[src/rtl/seq_divider_4bits_if.sv]
// Operand/result bundle of the sequential divider. The front end (master)
// drives start and operands; the divider (slave) returns registered results.
interface seq_divider_4bits_if #(
  parameter int WIDTH = 4
);
  // Handshake: i_start is a request that is honoured only while the divider
  // is idle; o_done is a one-cycle pulse marking fresh o_quotient/o_remainder/
  // o_div_zero, which then hold until the next o_done or reset.
  logic             i_start;
  logic [WIDTH-1:0] i_dividend;
  logic [WIDTH-1:0] i_divisor;
  logic [WIDTH-1:0] o_quotient;
  logic [WIDTH-1:0] o_remainder;
  logic             o_busy;
  logic             o_done;
  logic             o_div_zero;

  modport master (
    output i_start, i_dividend, i_divisor,
    input  o_quotient, o_remainder, o_busy, o_done, o_div_zero
  );

  modport slave (
    input  i_start, i_dividend, i_divisor,
    output o_quotient, o_remainder, o_busy, o_done, o_div_zero
  );
endinterface

[src/rtl/seq_divider_4bits.sv]
// Unsigned restoring divider: one shift-and-trial-subtract step per clock,
// results registered on DONE entry and held until the next completion.
module seq_divider_4bits #(
  parameter int WIDTH = 4
) (
  input  logic                 i_clk,
  input  logic                 i_reset,
  seq_divider_4bits_if.slave   bus,
  output logic [1:0]           o_dbg_state
);
  localparam int CW = $clog2(WIDTH + 1);

  typedef enum logic [1:0] {
    S_IDLE = 2'd0,
    S_RUN  = 2'd1,
    S_DONE = 2'd2
  } state_t;

  state_t           state_q;
  logic [WIDTH:0]   r_q;
  logic [WIDTH-1:0] q_q;
  logic [WIDTH-1:0] d_q;
  logic [CW-1:0]    cnt_q;
  logic [WIDTH-1:0] quot_q;
  logic [WIDTH-1:0] rem_q;
  logic             dz_q;
  logic             busy_q;
  logic             done_q;

  logic [WIDTH:0]   s;
  logic [WIDTH:0]   t;
  logic [WIDTH:0]   r_d;
  logic [WIDTH-1:0] q_d;

  // Trial subtract in the same add-invert-plus-one form as the adder block;
  // a set top bit means the subtraction borrowed and S is restored.
  always_comb begin
    s   = {r_q[WIDTH-1:0], q_q[WIDTH-1]};
    t   = s + ~{1'b0, d_q} + (WIDTH+1)'(1);
    r_d = t[WIDTH] ? s : t;
    q_d = {q_q[WIDTH-2:0], ~t[WIDTH]};
  end

  always_ff @(posedge i_clk) begin
    if (i_reset) begin
      state_q <= S_IDLE;
      r_q     <= '0;
      q_q     <= '0;
      d_q     <= '0;
      cnt_q   <= '0;
      quot_q  <= '0;
      rem_q   <= '0;
      dz_q    <= 1'b0;
      busy_q  <= 1'b0;
      done_q  <= 1'b0;
    end else begin
      case (state_q)
        S_IDLE: begin
          busy_q <= 1'b0;
          done_q <= 1'b0;
          if (bus.i_start) begin
            if (bus.i_divisor != '0) begin
              r_q     <= '0;
              q_q     <= bus.i_dividend;
              d_q     <= bus.i_divisor;
              cnt_q   <= CW'(WIDTH);
              busy_q  <= 1'b1;
              state_q <= S_RUN;
            end else begin
              quot_q  <= '1;
              rem_q   <= bus.i_dividend;
              dz_q    <= 1'b1;
              done_q  <= 1'b1;
              state_q <= S_DONE;
            end
          end
        end
        S_RUN: begin
          r_q   <= r_d;
          q_q   <= q_d;
          cnt_q <= cnt_q - CW'(1);
          if (cnt_q == CW'(1)) begin
            quot_q  <= q_d;
            rem_q   <= r_d[WIDTH-1:0];
            dz_q    <= 1'b0;
            busy_q  <= 1'b0;
            done_q  <= 1'b1;
            state_q <= S_DONE;
          end
        end
        S_DONE: begin
          done_q  <= 1'b0;
          state_q <= S_IDLE;
        end
        default: begin
          busy_q  <= 1'b0;
          done_q  <= 1'b0;
          state_q <= S_IDLE;
        end
      endcase
    end
  end

  assign bus.o_quotient  = quot_q;
  assign bus.o_remainder = rem_q;
  assign bus.o_div_zero  = dz_q;
  assign bus.o_busy      = busy_q;
  assign bus.o_done      = done_q;
  assign o_dbg_state     = state_q;
endmodule

[src/flat_wrapper.sv]
// flat-port wrapper written by rule: the top's interface ports become plain ports
module seq_divider_4bits_flat 
#(
  parameter int WIDTH = 4
)
  (i_clk, i_reset, o_dbg_state, bus_i_start, bus_i_dividend, bus_i_divisor, bus_o_quotient, bus_o_remainder, bus_o_busy, bus_o_done, bus_o_div_zero);
  seq_divider_4bits_if #(.WIDTH(WIDTH)) bus_i ();
  input  logic i_clk;
  input  logic i_reset;
  output logic [1:0] o_dbg_state;
  input wire logic [$bits(bus_i.i_start)-1:0] bus_i_start;
  input wire logic [$bits(bus_i.i_dividend)-1:0] bus_i_dividend;
  input wire logic [$bits(bus_i.i_divisor)-1:0] bus_i_divisor;
  output wire logic [$bits(bus_i.o_quotient)-1:0] bus_o_quotient;
  output wire logic [$bits(bus_i.o_remainder)-1:0] bus_o_remainder;
  output wire logic [$bits(bus_i.o_busy)-1:0] bus_o_busy;
  output wire logic [$bits(bus_i.o_done)-1:0] bus_o_done;
  output wire logic [$bits(bus_i.o_div_zero)-1:0] bus_o_div_zero;
  assign bus_i.i_start = bus_i_start;
  assign bus_i.i_dividend = bus_i_dividend;
  assign bus_i.i_divisor = bus_i_divisor;
  assign bus_o_quotient = bus_i.o_quotient;
  assign bus_o_remainder = bus_i.o_remainder;
  assign bus_o_busy = bus_i.o_busy;
  assign bus_o_done = bus_i.o_done;
  assign bus_o_div_zero = bus_i.o_div_zero;
  seq_divider_4bits #(.WIDTH(WIDTH)) u_core (.i_clk(i_clk), .i_reset(i_reset), .bus(bus_i), .o_dbg_state(o_dbg_state));
endmodule
[config.mk]
export PLATFORM = sky130hd
export DESIGN_NAME = seq_divider_4bits_flat
export DESIGN_NICKNAME = d
export VERILOG_FILES = /design/src/rtl/seq_divider_4bits_if.sv /design/src/rtl/seq_divider_4bits.sv /design/src/flat_wrapper.sv
export SDC_FILE = /design/constraint.sdc
export NUM_CORES = 1
export LEC_CHECK = 0
export CORE_ASPECT_RATIO = 0.5
export CORE_UTILIZATION = 45
export CTS_CLUSTER_SIZE = 10
export DETAILED_ROUTE_END_ITERATION = 10
export GPL_ROUTABILITY_DRIVEN = 0
export PLACE_DENSITY = 0.72
export SLEW_MARGIN = 30
export SYNTH_ARGS = -nofsm -noshare
export SYNTH_HDL_FRONTEND = slang
export SYNTH_SLANG_ARGS = --single-unit
[constraint.sdc]
create_clock -name i_clk -period 1.9 [get_ports i_clk]
set_input_delay 0.38 -clock i_clk [delete_from_list [all_inputs] [get_ports i_clk]]
set_output_delay 0.38 -clock i_clk [all_outputs]
set_load 0.005 [all_outputs]
* Word level (Yosys, flattened, before mapping) *
Index checks and enable logic that the tools add are counted.

operators by class
  add/sub/neg operators = 3
  eq/ne operators = 7
  mux-type cells = 33
  bitwise logic cells = 3
  reduce and logical (&&, ||, !) cells = 8

operator list
  operator                                             number
  two-way mux 4 bit                                    11
  case mux 4 bit (2 select lines)                      4
  two-way mux 1 bit                                    8
  two-way mux 2 bit                                    3
  two-way mux 3 bit                                    2
  case mux 3 bit (2 select lines)                      1
  AND reduction 3 bit                                  2
  adder 5 x 1 -> 5 bit, second input constant          1
  adder 5 bit                                          1
  NOT 4 -> 5 bit                                       1
  != test 2 x 1 -> 1 bit, second input constant        2
  != test 2 bit, second input constant                 2
  case mux 1 bit (2 select lines)                      2
  case mux 2 bit (2 select lines)                      1
  AND reduction 2 bit                                  2
  AND reduction 4 bit                                  1
  nonzero test 4 bit                                   1
  equality test 3 x 1 -> 1 bit, second input constant  1
  case mux 1 bit (3 select lines)                      1
  subtractor 3 x 1 -> 3 bit, second input constant     1
  equality test 2 x 1 -> 1 bit, second input constant  1
  equality test 2 bit, second input constant           1
  zero test 2 bit                                      1
  NOT 1 bit                                            2
  nonzero test 2 bit                                   1

word-level totals
  register bits after elaboration = 28
  input bits = 11

* Logic depth before layout (Yosys ltp) *
Gate-level depths: netlist of the first run.

  word-level depth = 6
  gate-level depth with buffers = 8
  gate-level depth less buffers = 8

* Least setup slack after synthesis of the first run *
Ideal clock, no wire load.

  path kind = register to register
  from = register u_core.q_q[3]
  to = register u_core.rem_q[2] (netlist: u_core.bus.o_remainder[2])
  arrival time = 2.037 ns
  required time = 1.812 ns
  slack = -0.225 ns
  cell stages (with the launch flop) = 9
  cells stage by stage = dfxtp_1 > inv_1 > ha_1 > fa_1 > nand2b_4 > a21oi_4 > xor2_4 > mux2_4 > a311oi_2

on the way
  cells in the longest elaborated chain, start to end = 5

RTL lines
  item                             line                     source
  from (decl)                      seq_divider_4bits.sv:21  logic [WIDTH-1:0] q_q;
  from (signal assigned)           seq_divider_4bits.sv:64  q_q <= bus.i_dividend;
  from (signal assigned)           seq_divider_4bits.sv:80  q_q <= q_d;
  adder 5 bit                      seq_divider_4bits.sv:39  t = s + ~{1'b0, d_q} + (WIDTH+1)'(1);
  adder 5 x 1 -> 5 bit             seq_divider_4bits.sv:39
  two-way mux 4 bit                seq_divider_4bits.sv:40  r_d = t[WIDTH] ? s : t;
  two-way mux 4 bit                seq_divider_4bits.sv:82  if (cnt_q == CW'(1)) begin
  case mux 4 bit (2 select lines)  seq_divider_4bits.sv:57  case (state_q)
  to (signal assigned)             seq_divider_4bits.sv:71  rem_q <= bus.i_dividend;
  to (signal assigned)             seq_divider_4bits.sv:84  rem_q <= r_d[WIDTH-1:0];
  to (decl)                        seq_divider_4bits.sv:25  logic [WIDTH-1:0] rem_q;

No other way between the ends. The select of a mux whose other input is x is not followed.
A chain may end at the register's enable or synchronous reset.

* Worst setup path after layout of the first run *
Same ends and word-level chain as after synthesis.

==> run summary, run 1 <==
====================================================================================================
Status                                                                                  complete, but fails checks
CTS root buffer                                                                         sky130_fd_sc_hd__clkbuf_8
Maximum capacitance violations                                                                     0
Crit Reg-Reg Startpoint                                                                 u_core.q_q[3]$_SDFFE_PP0P_
Count of cells along the worst hold path                                                           2
Hold path start                                                                         u_core.cnt_q[1]$_SDFFE_PP0P_
Worst Setup Slack, final                                                                     -180 ps
Reg-to-reg slack, setup                                                                      -180 ps
Clock-pin slew reported for the worst setup and hold paths after clock tree synthesis         100 ps
Post-synth design cell area                                                                 1430 µm²
Core occupancy in the finished layout                                                          65.6%
Fill cell total of the finished layout                                                           247
Fraction of power consumed by sequential logic                                                 40.8%
VDD IR max                                                                                  0.402 mV
Via Count                                                                                       1164
Switching power                                                                             0.450 mW
Standard cell with the maximum stage delay on the critical path                         sky130_fd_sc_hd__dfxtp_2
Post-synthesis sequential element count                                                           28
Crit path from                                                                          u_core.q_q[3]$_SDFFE_PP0P_
Number of buffers created by CTS                                                                   3
Drt total wl                                                                                 2.98 mm
Clock sink total                                                                                  28
Proportion of layout cells with a drive suffix above 1                                         28.1%
Failing checks                                                                          negative setup slack
Leak Pwr                                                                                    0.748 nW
N_diodes                                                                                           0
Tot GR Track Use                                                                               18.7%
Net Sw Frac                                                                                    27.4%
Cell breakdown of the critical path                                                     inv_2, ha_4, fa_2, nand2b_4, a21oi_4, xor2_4, mux2_4, a311oi_2
Netlist cell types                                                                                41
Final antenna-violating net count                                                                  0
Critical path buffer and inverter count                                                            1
Critical path startpoint category                                                          flip-flop
Cell count after synthesis                                                                       156
Die height                                                                                   41.9 µm
Antenna violations before repair                                                                   0
Endpoints failing setup                                                                           10
Unrepaired setup endpoints after global routing                                                  yes
Pin slew with the least headroom to its limit                                                 370 ps
Maximum number of pins on one net before global-route repair                                      25
Remaining global-route overflow                                                                    0
Worst min path class                                                                    flip-flop to flip-flop
Slowest stage delay, CP                                                                       340 ps
Clock network fraction of design power                                                         28.2%
Power share of the combinational group                                                         30.9%
Number of cell instances on the worst register-to-register path                                    8
Detailed Place HPWL                                                                          2.12 mm
CP top delay family                                                                      adder cells
Synthesized net count                                                                            174
Arrival time of data at the critical path endpoint                                           2260 ps
Number of global-route vias before repair                                                       1100
PortBufs                                                                                          23
Power after layout                                                                           1.64 mW
Number of cells on the critical path                                                               8
Violation count after the first detailed-routing iteration                                        55
Final count of hold timing violations                                                              0
Kind of capture point of the worst setup path                                              flip-flop
Internal power component                                                                     1.19 mW
Post-Synthesis Mean Instance Area                                                           9.18 µm²
Final critical path time including I/O delays and setup                                      2080 ps
Number of top-level pins                                                                          24
Pre-antenna DRT Iters                                                                              5
Total of hold buffers inserted after clock tree synthesis                                          0
Number of levels in the clock H-tree                                                               1
Count of nets after finishing                                                                    211
Clock tree skew after final layout                                                           10.0 ps
Required time at the worst-slack endpoint                                                    2080 ps
Die outline width                                                                            81.8 µm
Post-route fraction of the period consumed by the critical path                                 109%
Sequential area share after synthesis                                                          39.2%
Yosys warning count                                                                                0
Fin. max-slew vios                                                                                 0
Power density relative to cell area                                                       832 nW/µm²
Clock Path Buffers                                                                                 2
Wire length per cell                                                                         12.8 µm
Relative slew margins                                                                          75.3%
Clock tree from TritonCTS                                                                      built
Clock latency on the worst-skew pair                                                          280 ps
Biggest fanout along the worst timing path                                                         2
CORE AREA                                                                                   3010 µm²
Category of the critical setup timing path                                              flip-flop to flip-flop
Std cell rows                                                                                     14
DRC viols                                                                                          0
Wire length of the first global-routing pass                                                 4.89 mm
Starting utilization of the core area                                                          47.5%
Die Footprint                                                                               3420 µm²
Highest Clock Rate                                                                           481 MHz
Area growth from synthesis to layout                                                           38.0%
Post-detailed-route via-to-cell ratio                                                           5.02
====================================================================================================
==> placed cells by master, fill, tap and decap left out, types with 2 or more instances in the layout <==
cell and count:
sky130_fd_sc_hd__nor2_1 27, sky130_fd_sc_hd__dfxtp_1 27, sky130_fd_sc_hd__clkdlybuf4s50_1 23, sky130_fd_sc_hd__nand2_1 15
sky130_fd_sc_hd__buf_4 10, sky130_fd_sc_hd__a21oi_1 8, sky130_fd_sc_hd__inv_1 7, sky130_fd_sc_hd__nor2_2 5
sky130_fd_sc_hd__a311oi_1 5, sky130_fd_sc_hd__ha_1 5, sky130_fd_sc_hd__mux2i_1 4, sky130_fd_sc_hd__nand2b_1 3
sky130_fd_sc_hd__a21oi_2 3, sky130_fd_sc_hd__nor2b_1 3, sky130_fd_sc_hd__nor3_2 3, sky130_fd_sc_hd__clkbuf_8 3
sky130_fd_sc_hd__buf_6 3, sky130_fd_sc_hd__buf_12 3, sky130_fd_sc_hd__inv_2 2, sky130_fd_sc_hd__a21oi_4 2
sky130_fd_sc_hd__mux2i_4 2, sky130_fd_sc_hd__nor2_4 2, sky130_fd_sc_hd__nand3_1 2, sky130_fd_sc_hd__a311oi_2 2
==> sequential cells by signal (all words and copies together) (netlist names), 2 cells and up <==
register                flops
u_core.cnt_q                3
u_core.q_q                  4
u_core.bus.o_remainder      4
u_core.bus.o_quotient       4
u_core.o_dbg_state          2
u_core.r_q                  4
u_core.d_q                  4
==> cell type report <==
type | count | area [µm²] | area share [%]
clock buffer | 3 | 41.3 | 2.09
clock inverter | 1 | 30.0 | 1.52
inverter | 9 | 33.8 | 1.71
multi-input combinational | 112 | 860 | 43.5
sequential | 28 | 562 | 28.4
tap | 40 | 50.0 | 2.53
timing repair buffer | 39 | 399 | 20.2
==> synthesized netlist by cell type (all sizes together) <==
cell type  count  area share [%]
a21o           1            0.52
a31oi          2             1.3
o21bai         1            0.79
nor3           3             2.1
mux2i          6             4.2
and2           1            0.44
or3            1            0.44
o211ai         1            0.52
dfxtp         28              39
nor3b          1            0.87
nand3          2            0.70
xor2           2             2.5
fa             1             1.4
nand3b         1            0.52
nand2b         4             2.3
nor4           1            0.87
ha             6             5.2
nor2          34              10
inv            9             2.4
nand2         16             4.2
a211oi         2             1.0
buf            5             2.3
a311oi         7             5.2
o21ai          1            0.35
clkbuf         2            0.52
o41ai          1             1.1
a21oi         13             6.4
nor2b          3             1.3
mux2           1             1.0
==> cell families after synthesis <==
| logic type | count (synthesis) | share of synthesized area (%) |
|---|---|---|
| AOI/OAI and AO/OA | 29 | 17.2 |
| xor gates and xnor gates | 2 | 2.54 |
| adders and majority gates | 7 | 6.64 |
| muxes | 7 | 5.24 |
| DFF | 28 | 39.2 |
| and+or+nand+nor | 67 | 24.0 |
| buffers and inverters | 16 | 5.16 |
==> tightest hold or removal path, stage by stage (launching register included) <==
cell                      delay, ps
sky130_fd_sc_hd__dfxtp_1        340
sky130_fd_sc_hd__a21oi_1         60
sky130_fd_sc_hd__nor2_1          70
==> path summary, 6_finish.rpt <==
check	end
setup reg to reg	u_core.bus.o_remainder[2]$_SDFFE_PP0P_
setup / recovery	u_core.bus.o_remainder[2]$_SDFFE_PP0P_
hold / removal	u_core.cnt_q[1]$_SDFFE_PP0P_
hold reg to reg	u_core.cnt_q[1]$_SDFFE_PP0P_
==> metal layers <==
layer / vias up / track usage [%] / wire, µm
li1: 600 / - / -
met1: 539 / 26.7 / 1470
met3: 0 / 4.62 / 150
met5: - / 0 / 0
met2: 25 / 29.6 / 1360
met4: 0 / 2.11 / 0
==> power groups by stage <==
stage / clock network, mW / logic (mW) / registers, mW
6_report: 0.464 / 0.508 / 0.671
5_1_grt: 0.503 / 0.551 / 0.678
4_1_cts: 0.478 / 0.495 / 0.671
3_5_place_dp: 0 / 0.397 / 0.684
3_3_place_gp: 0 / 0.393 / 0.683
2_1_floorplan: 0 / 0.253 / 0.679
==> per-stage QoR <==
step | instances | area [µm²] | setup slack [ps] | TNS, ps | hold WS [ps]
2_1_floorplan | 156 | 1450 | -118 | -202 | 453
3_3_place_gp | 225 | 1810 | -154 | -1230 | 467
3_5_place_dp | 225 | 1810 | -182 | -1660 | 476
4_1_cts | 231 | 1960 | -179 | -912 | 497
5_1_grt | 232 | 1980 | -224 | -1840 | 507
6_report | 232 | 1980 | -180 | -1250 | 492
==> timing repair <==
action | CTS | global route
buffers inserted | 2 | 1
endpoints found under the hold margin | 0 | 0
pin swaps | 7 | 4
resized for setup | 11 | 2
setup endpoints to repair | 10 | 10
No activity file was read; power rests on OpenSTA's default activity.
==> run 2, diff against run 1 <==
--- a/config.mk
+++ b/config.mk
@@ -5,12 +5,13 @@
 export SDC_FILE = /design/constraint.sdc
 export NUM_CORES = 1
 export LEC_CHECK = 0
+export CAP_MARGIN = 10
 export CORE_ASPECT_RATIO = 0.5
 export CORE_UTILIZATION = 45
 export CTS_CLUSTER_SIZE = 10
 export DETAILED_ROUTE_END_ITERATION = 10
 export GPL_ROUTABILITY_DRIVEN = 0
-export PLACE_DENSITY = 0.72
+export PLACE_DENSITY_LB_ADDON = 0.05
 export SLEW_MARGIN = 30
 export SYNTH_ARGS = -nofsm -noshare
 export SYNTH_HDL_FRONTEND = slang
==> run summary, run 2 (same netlist as run 1, synthesis figures left out) <==
====================================================================================================
Count of nets after finishing                                                                    222   +5.2%
Power density relative to cell area                                                       803 nW/µm²   -3.5%
Failing checks                                                                          negative setup slack
Arrival time of data at the critical path endpoint                                           2290 ps   +30 ps
Met2 wire length                                                                             1.43 mm   +4.9%
Count of cells along the worst hold path                                                           2   unchanged
Number of global-route vias before repair                                                       1122   +2.0%
Number of buffers created by CTS                                                                   3   unchanged
Std cell rows                                                                                     14   unchanged
Violation count after the first detailed-routing iteration                                        48   -13%
Maximum number of pins on one net before global-route repair                                      17   -32%
Most common cell after layout, fill and taps aside                                      sky130_fd_sc_hd__nor2_1
Footprint of the multi-input gates                                                           826 µm²   -3.9%
Kind of capture point of the worst setup path                                              flip-flop
Via Count                                                                                       1224   +5.2%
Clock tree from TritonCTS                                                                      built
Core occupancy in the finished layout                                                          67.2%   +1.7 points
DRC viols                                                                                          0   unchanged
Total met3 wirelength after detailed routing                                                  120 µm   -20%
Total of hold buffers inserted after clock tree synthesis                                          0   unchanged
Wire length per cell                                                                         13.6 µm   +6.0%
Worst Setup Slack, final                                                                     -187 ps   -6.85 ps
Commonest cells after routing, fill and taps aside                                      sky130_fd_sc_hd__nor2_1 (28), sky130_fd_sc_hd__dfxtp_1 (27), sky130_fd_sc_hd__clkdlybuf4s50_1 (23), sky130_fd_sc_hd__buf_4 (23), sky130_fd_sc_hd__nand2_1 (16)
Wire length of the first global-routing pass                                                 5.38 mm   +10%
Drt total wl                                                                                 3.31 mm   +11%
Switching power                                                                             0.457 mW   +1.5%
Final count of hold timing violations                                                              0   unchanged
Cell breakdown of the critical path                                                     inv_2, ha_4, fa_2, nand2b_4, a21oi_4, xor2_4, mux2_4, a311oi_2
Proportion of layout cells with a drive suffix above 1                                         30.0%   +1.9 points
Final critical path time including I/O delays and setup                                      2090 ps   +6.85 ps
M1 wire length                                                                               1.73 mm   +18%
Clock-pin slew reported for the worst setup and hold paths after clock tree synthesis         100 ps   about the same
Slowest stage delay, CP                                                                       350 ps   about the same
Standard cell with the maximum stage delay on the critical path                         sky130_fd_sc_hd__dfxtp_2
Clock tree skew after final layout                                                           6.59 ps   -3.44 ps
CTS root buffer                                                                         sky130_fd_sc_hd__clkbuf_8
Fraction of power consumed by sequential logic                                                 41.2%   +0.4 points
CORE AREA                                                                                   3010 µm²   unchanged
Pin slew with the least headroom to its limit                                                 413 ps   +43.3 ps
Die outline width                                                                            81.8 µm   unchanged
Clock network fraction of design power                                                         29.8%   +1.6 points
Maximum capacitance violations                                                                     0   unchanged
Relative slew margins                                                                          72.4%   -2.9 points
Status                                                                                  complete, but fails checks
Clock Path Buffers                                                                                 2   unchanged
Uppermost layer routed                                                                          met4
Power after layout                                                                           1.63 mW   -1.1%
Remaining global-route overflow                                                                    0   unchanged
Highest Clock Rate                                                                           479 MHz   -0.33%
Final antenna-violating net count                                                                  0   unchanged
Die height                                                                                   41.9 µm   unchanged
Endpoints failing setup                                                                           10   unchanged
Antenna violations before repair                                                                   0   unchanged
Clock sink total                                                                                  28   unchanged
Internal power component                                                                     1.17 mW   -2.0%
Leak Pwr                                                                                    0.804 nW   +7.6%
Worst min path class                                                                    flip-flop to flip-flop
Critical path startpoint category                                                          flip-flop
Number of levels in the clock H-tree                                                               1   unchanged
Post-route fraction of the period consumed by the critical path                                 110%   +0.36 points
Required time at the worst-slack endpoint                                                    2100 ps   +20 ps
PortBufs                                                                                          23   unchanged
Fin. max-slew vios                                                                                 0   unchanged
Biggest fanout along the worst timing path                                                         6   +4
Tot GR Track Use                                                                               21.3%   +2.6 points
Number of cells on the critical path                                                               8   unchanged
Pre-antenna DRT Iters                                                                              4   -1
Number of top-level pins                                                                          24   unchanged
Critical path buffer and inverter count                                                            1   unchanged
Die Footprint                                                                               3420 µm²   unchanged
Sequential cell area                                                                         562 µm²   unchanged
Clock latency on the worst-skew pair                                                          280 ps   about the same
Area growth from synthesis to layout                                                           41.5%
Net Sw Frac                                                                                    28.1%   +0.70 points
Post-detailed-route via-to-cell ratio                                                           5.04   +0.39%
VDD IR max                                                                                  0.407 mV   +1.3%
Unrepaired setup endpoints after global routing                                                  yes
N_diodes                                                                                           0   unchanged
CP top delay family                                                                      adder cells
Category of the critical setup timing path                                              flip-flop to flip-flop
Number of cell instances on the worst register-to-register path                                    8   unchanged
Starting utilization of the core area                                                          47.5%   unchanged
Power share of the combinational group                                                         29.0%   -1.9 points
Detailed Place HPWL                                                                          2.47 mm   +17%
Fill cell total of the finished layout                                                           270   +9.3%
====================================================================================================
-- run 2: cell types whose count changed in the layout (fill, tap and decap cells not counted), sizes merged --
| cell | change |
|---|---|
| buf | +11 |
-- run 2: what timing repair did --
action / CTS / global route
setup endpoints to repair: 10 / 10
pin swaps: 4 / 0
gates resized for setup: 2 / 1
buffers inserted: 4 / 1
-- run 2: path summary, 6_finish.rpt --
kind	slack [ps]	end	startpoint
worst max register to register	-190	u_core.bus.o_remainder[2]$_SDFFE_PP0P_	u_core.q_q[3]$_SDFFE_PP0P_
worst min-delay path	500	u_core.bus.o_busy$_SDFFE_PP0P_	u_core.bus.o_busy$_SDFFE_PP0P_
worst min register to register	500	u_core.bus.o_busy$_SDFFE_PP0P_	u_core.bus.o_busy$_SDFFE_PP0P_
worst max-delay path	-190	u_core.bus.o_remainder[2]$_SDFFE_PP0P_	u_core.q_q[3]$_SDFFE_PP0P_
-- run 2: stage by stage --
stage / setup slack, ps / cells / hold slack (ps) / TNS, ps / area, µm²
after detailed placement: -219 / 234 / 479 / -2490 / 1900
after global routing: -240 / 243 / 516 / -1920 / 2030
after global placement: -154 / 234 / 462 / -1850 / 1900
final: -187 / 243 / 497 / -1150 / 2030
after floorplan: -118 / 156 / 453 / -202 / 1450
after CTS: -167 / 242 / 494 / -1030 / 2010
-- run 2: worst register-to-register path: cells and delay by family, from the launching register on --
kind | cells | cell delay [ps]
adders and majority gates | 2 | 500
AOI/OAI and AO/OA | 2 | 360
buffers and inverters | 1 | 50
muxes | 1 | 340
xor gates and xnor gates | 1 | 260
DFF | 1 | 350
and+or+nand+nor | 1 | 160
-- run 2: routing by layer --
layer  vias up  global-route usage, %
met3         4                   5.27
met2        22                   30.9
met4         0                   5.26
li1        622                      -
met1       576                   31.4
met5         -                      0
-- run 2: final cells by class --
class / count / share of cell area (%)
Multi-Input combinational cell: 112 / 40.8
Sequential cell: 28 / 27.7
Timing Repair Buffer: 50 / 23.8
Tap cell: 40 / 2.47
Clock buffer: 3 / 2.04
Inverter: 9 / 1.67
Clock inverter: 1 / 1.48
-- run 2: power by group through the flow --
stage	clock [mW]	combinational, mW	sequential [mW]
floorplan	0	0.253	0.679
global placement	0	0.423	0.682
detailed placement	0	0.429	0.684
CTS	0.493	0.462	0.671
global route	0.519	0.512	0.677
finish	0.485	0.471	0.671
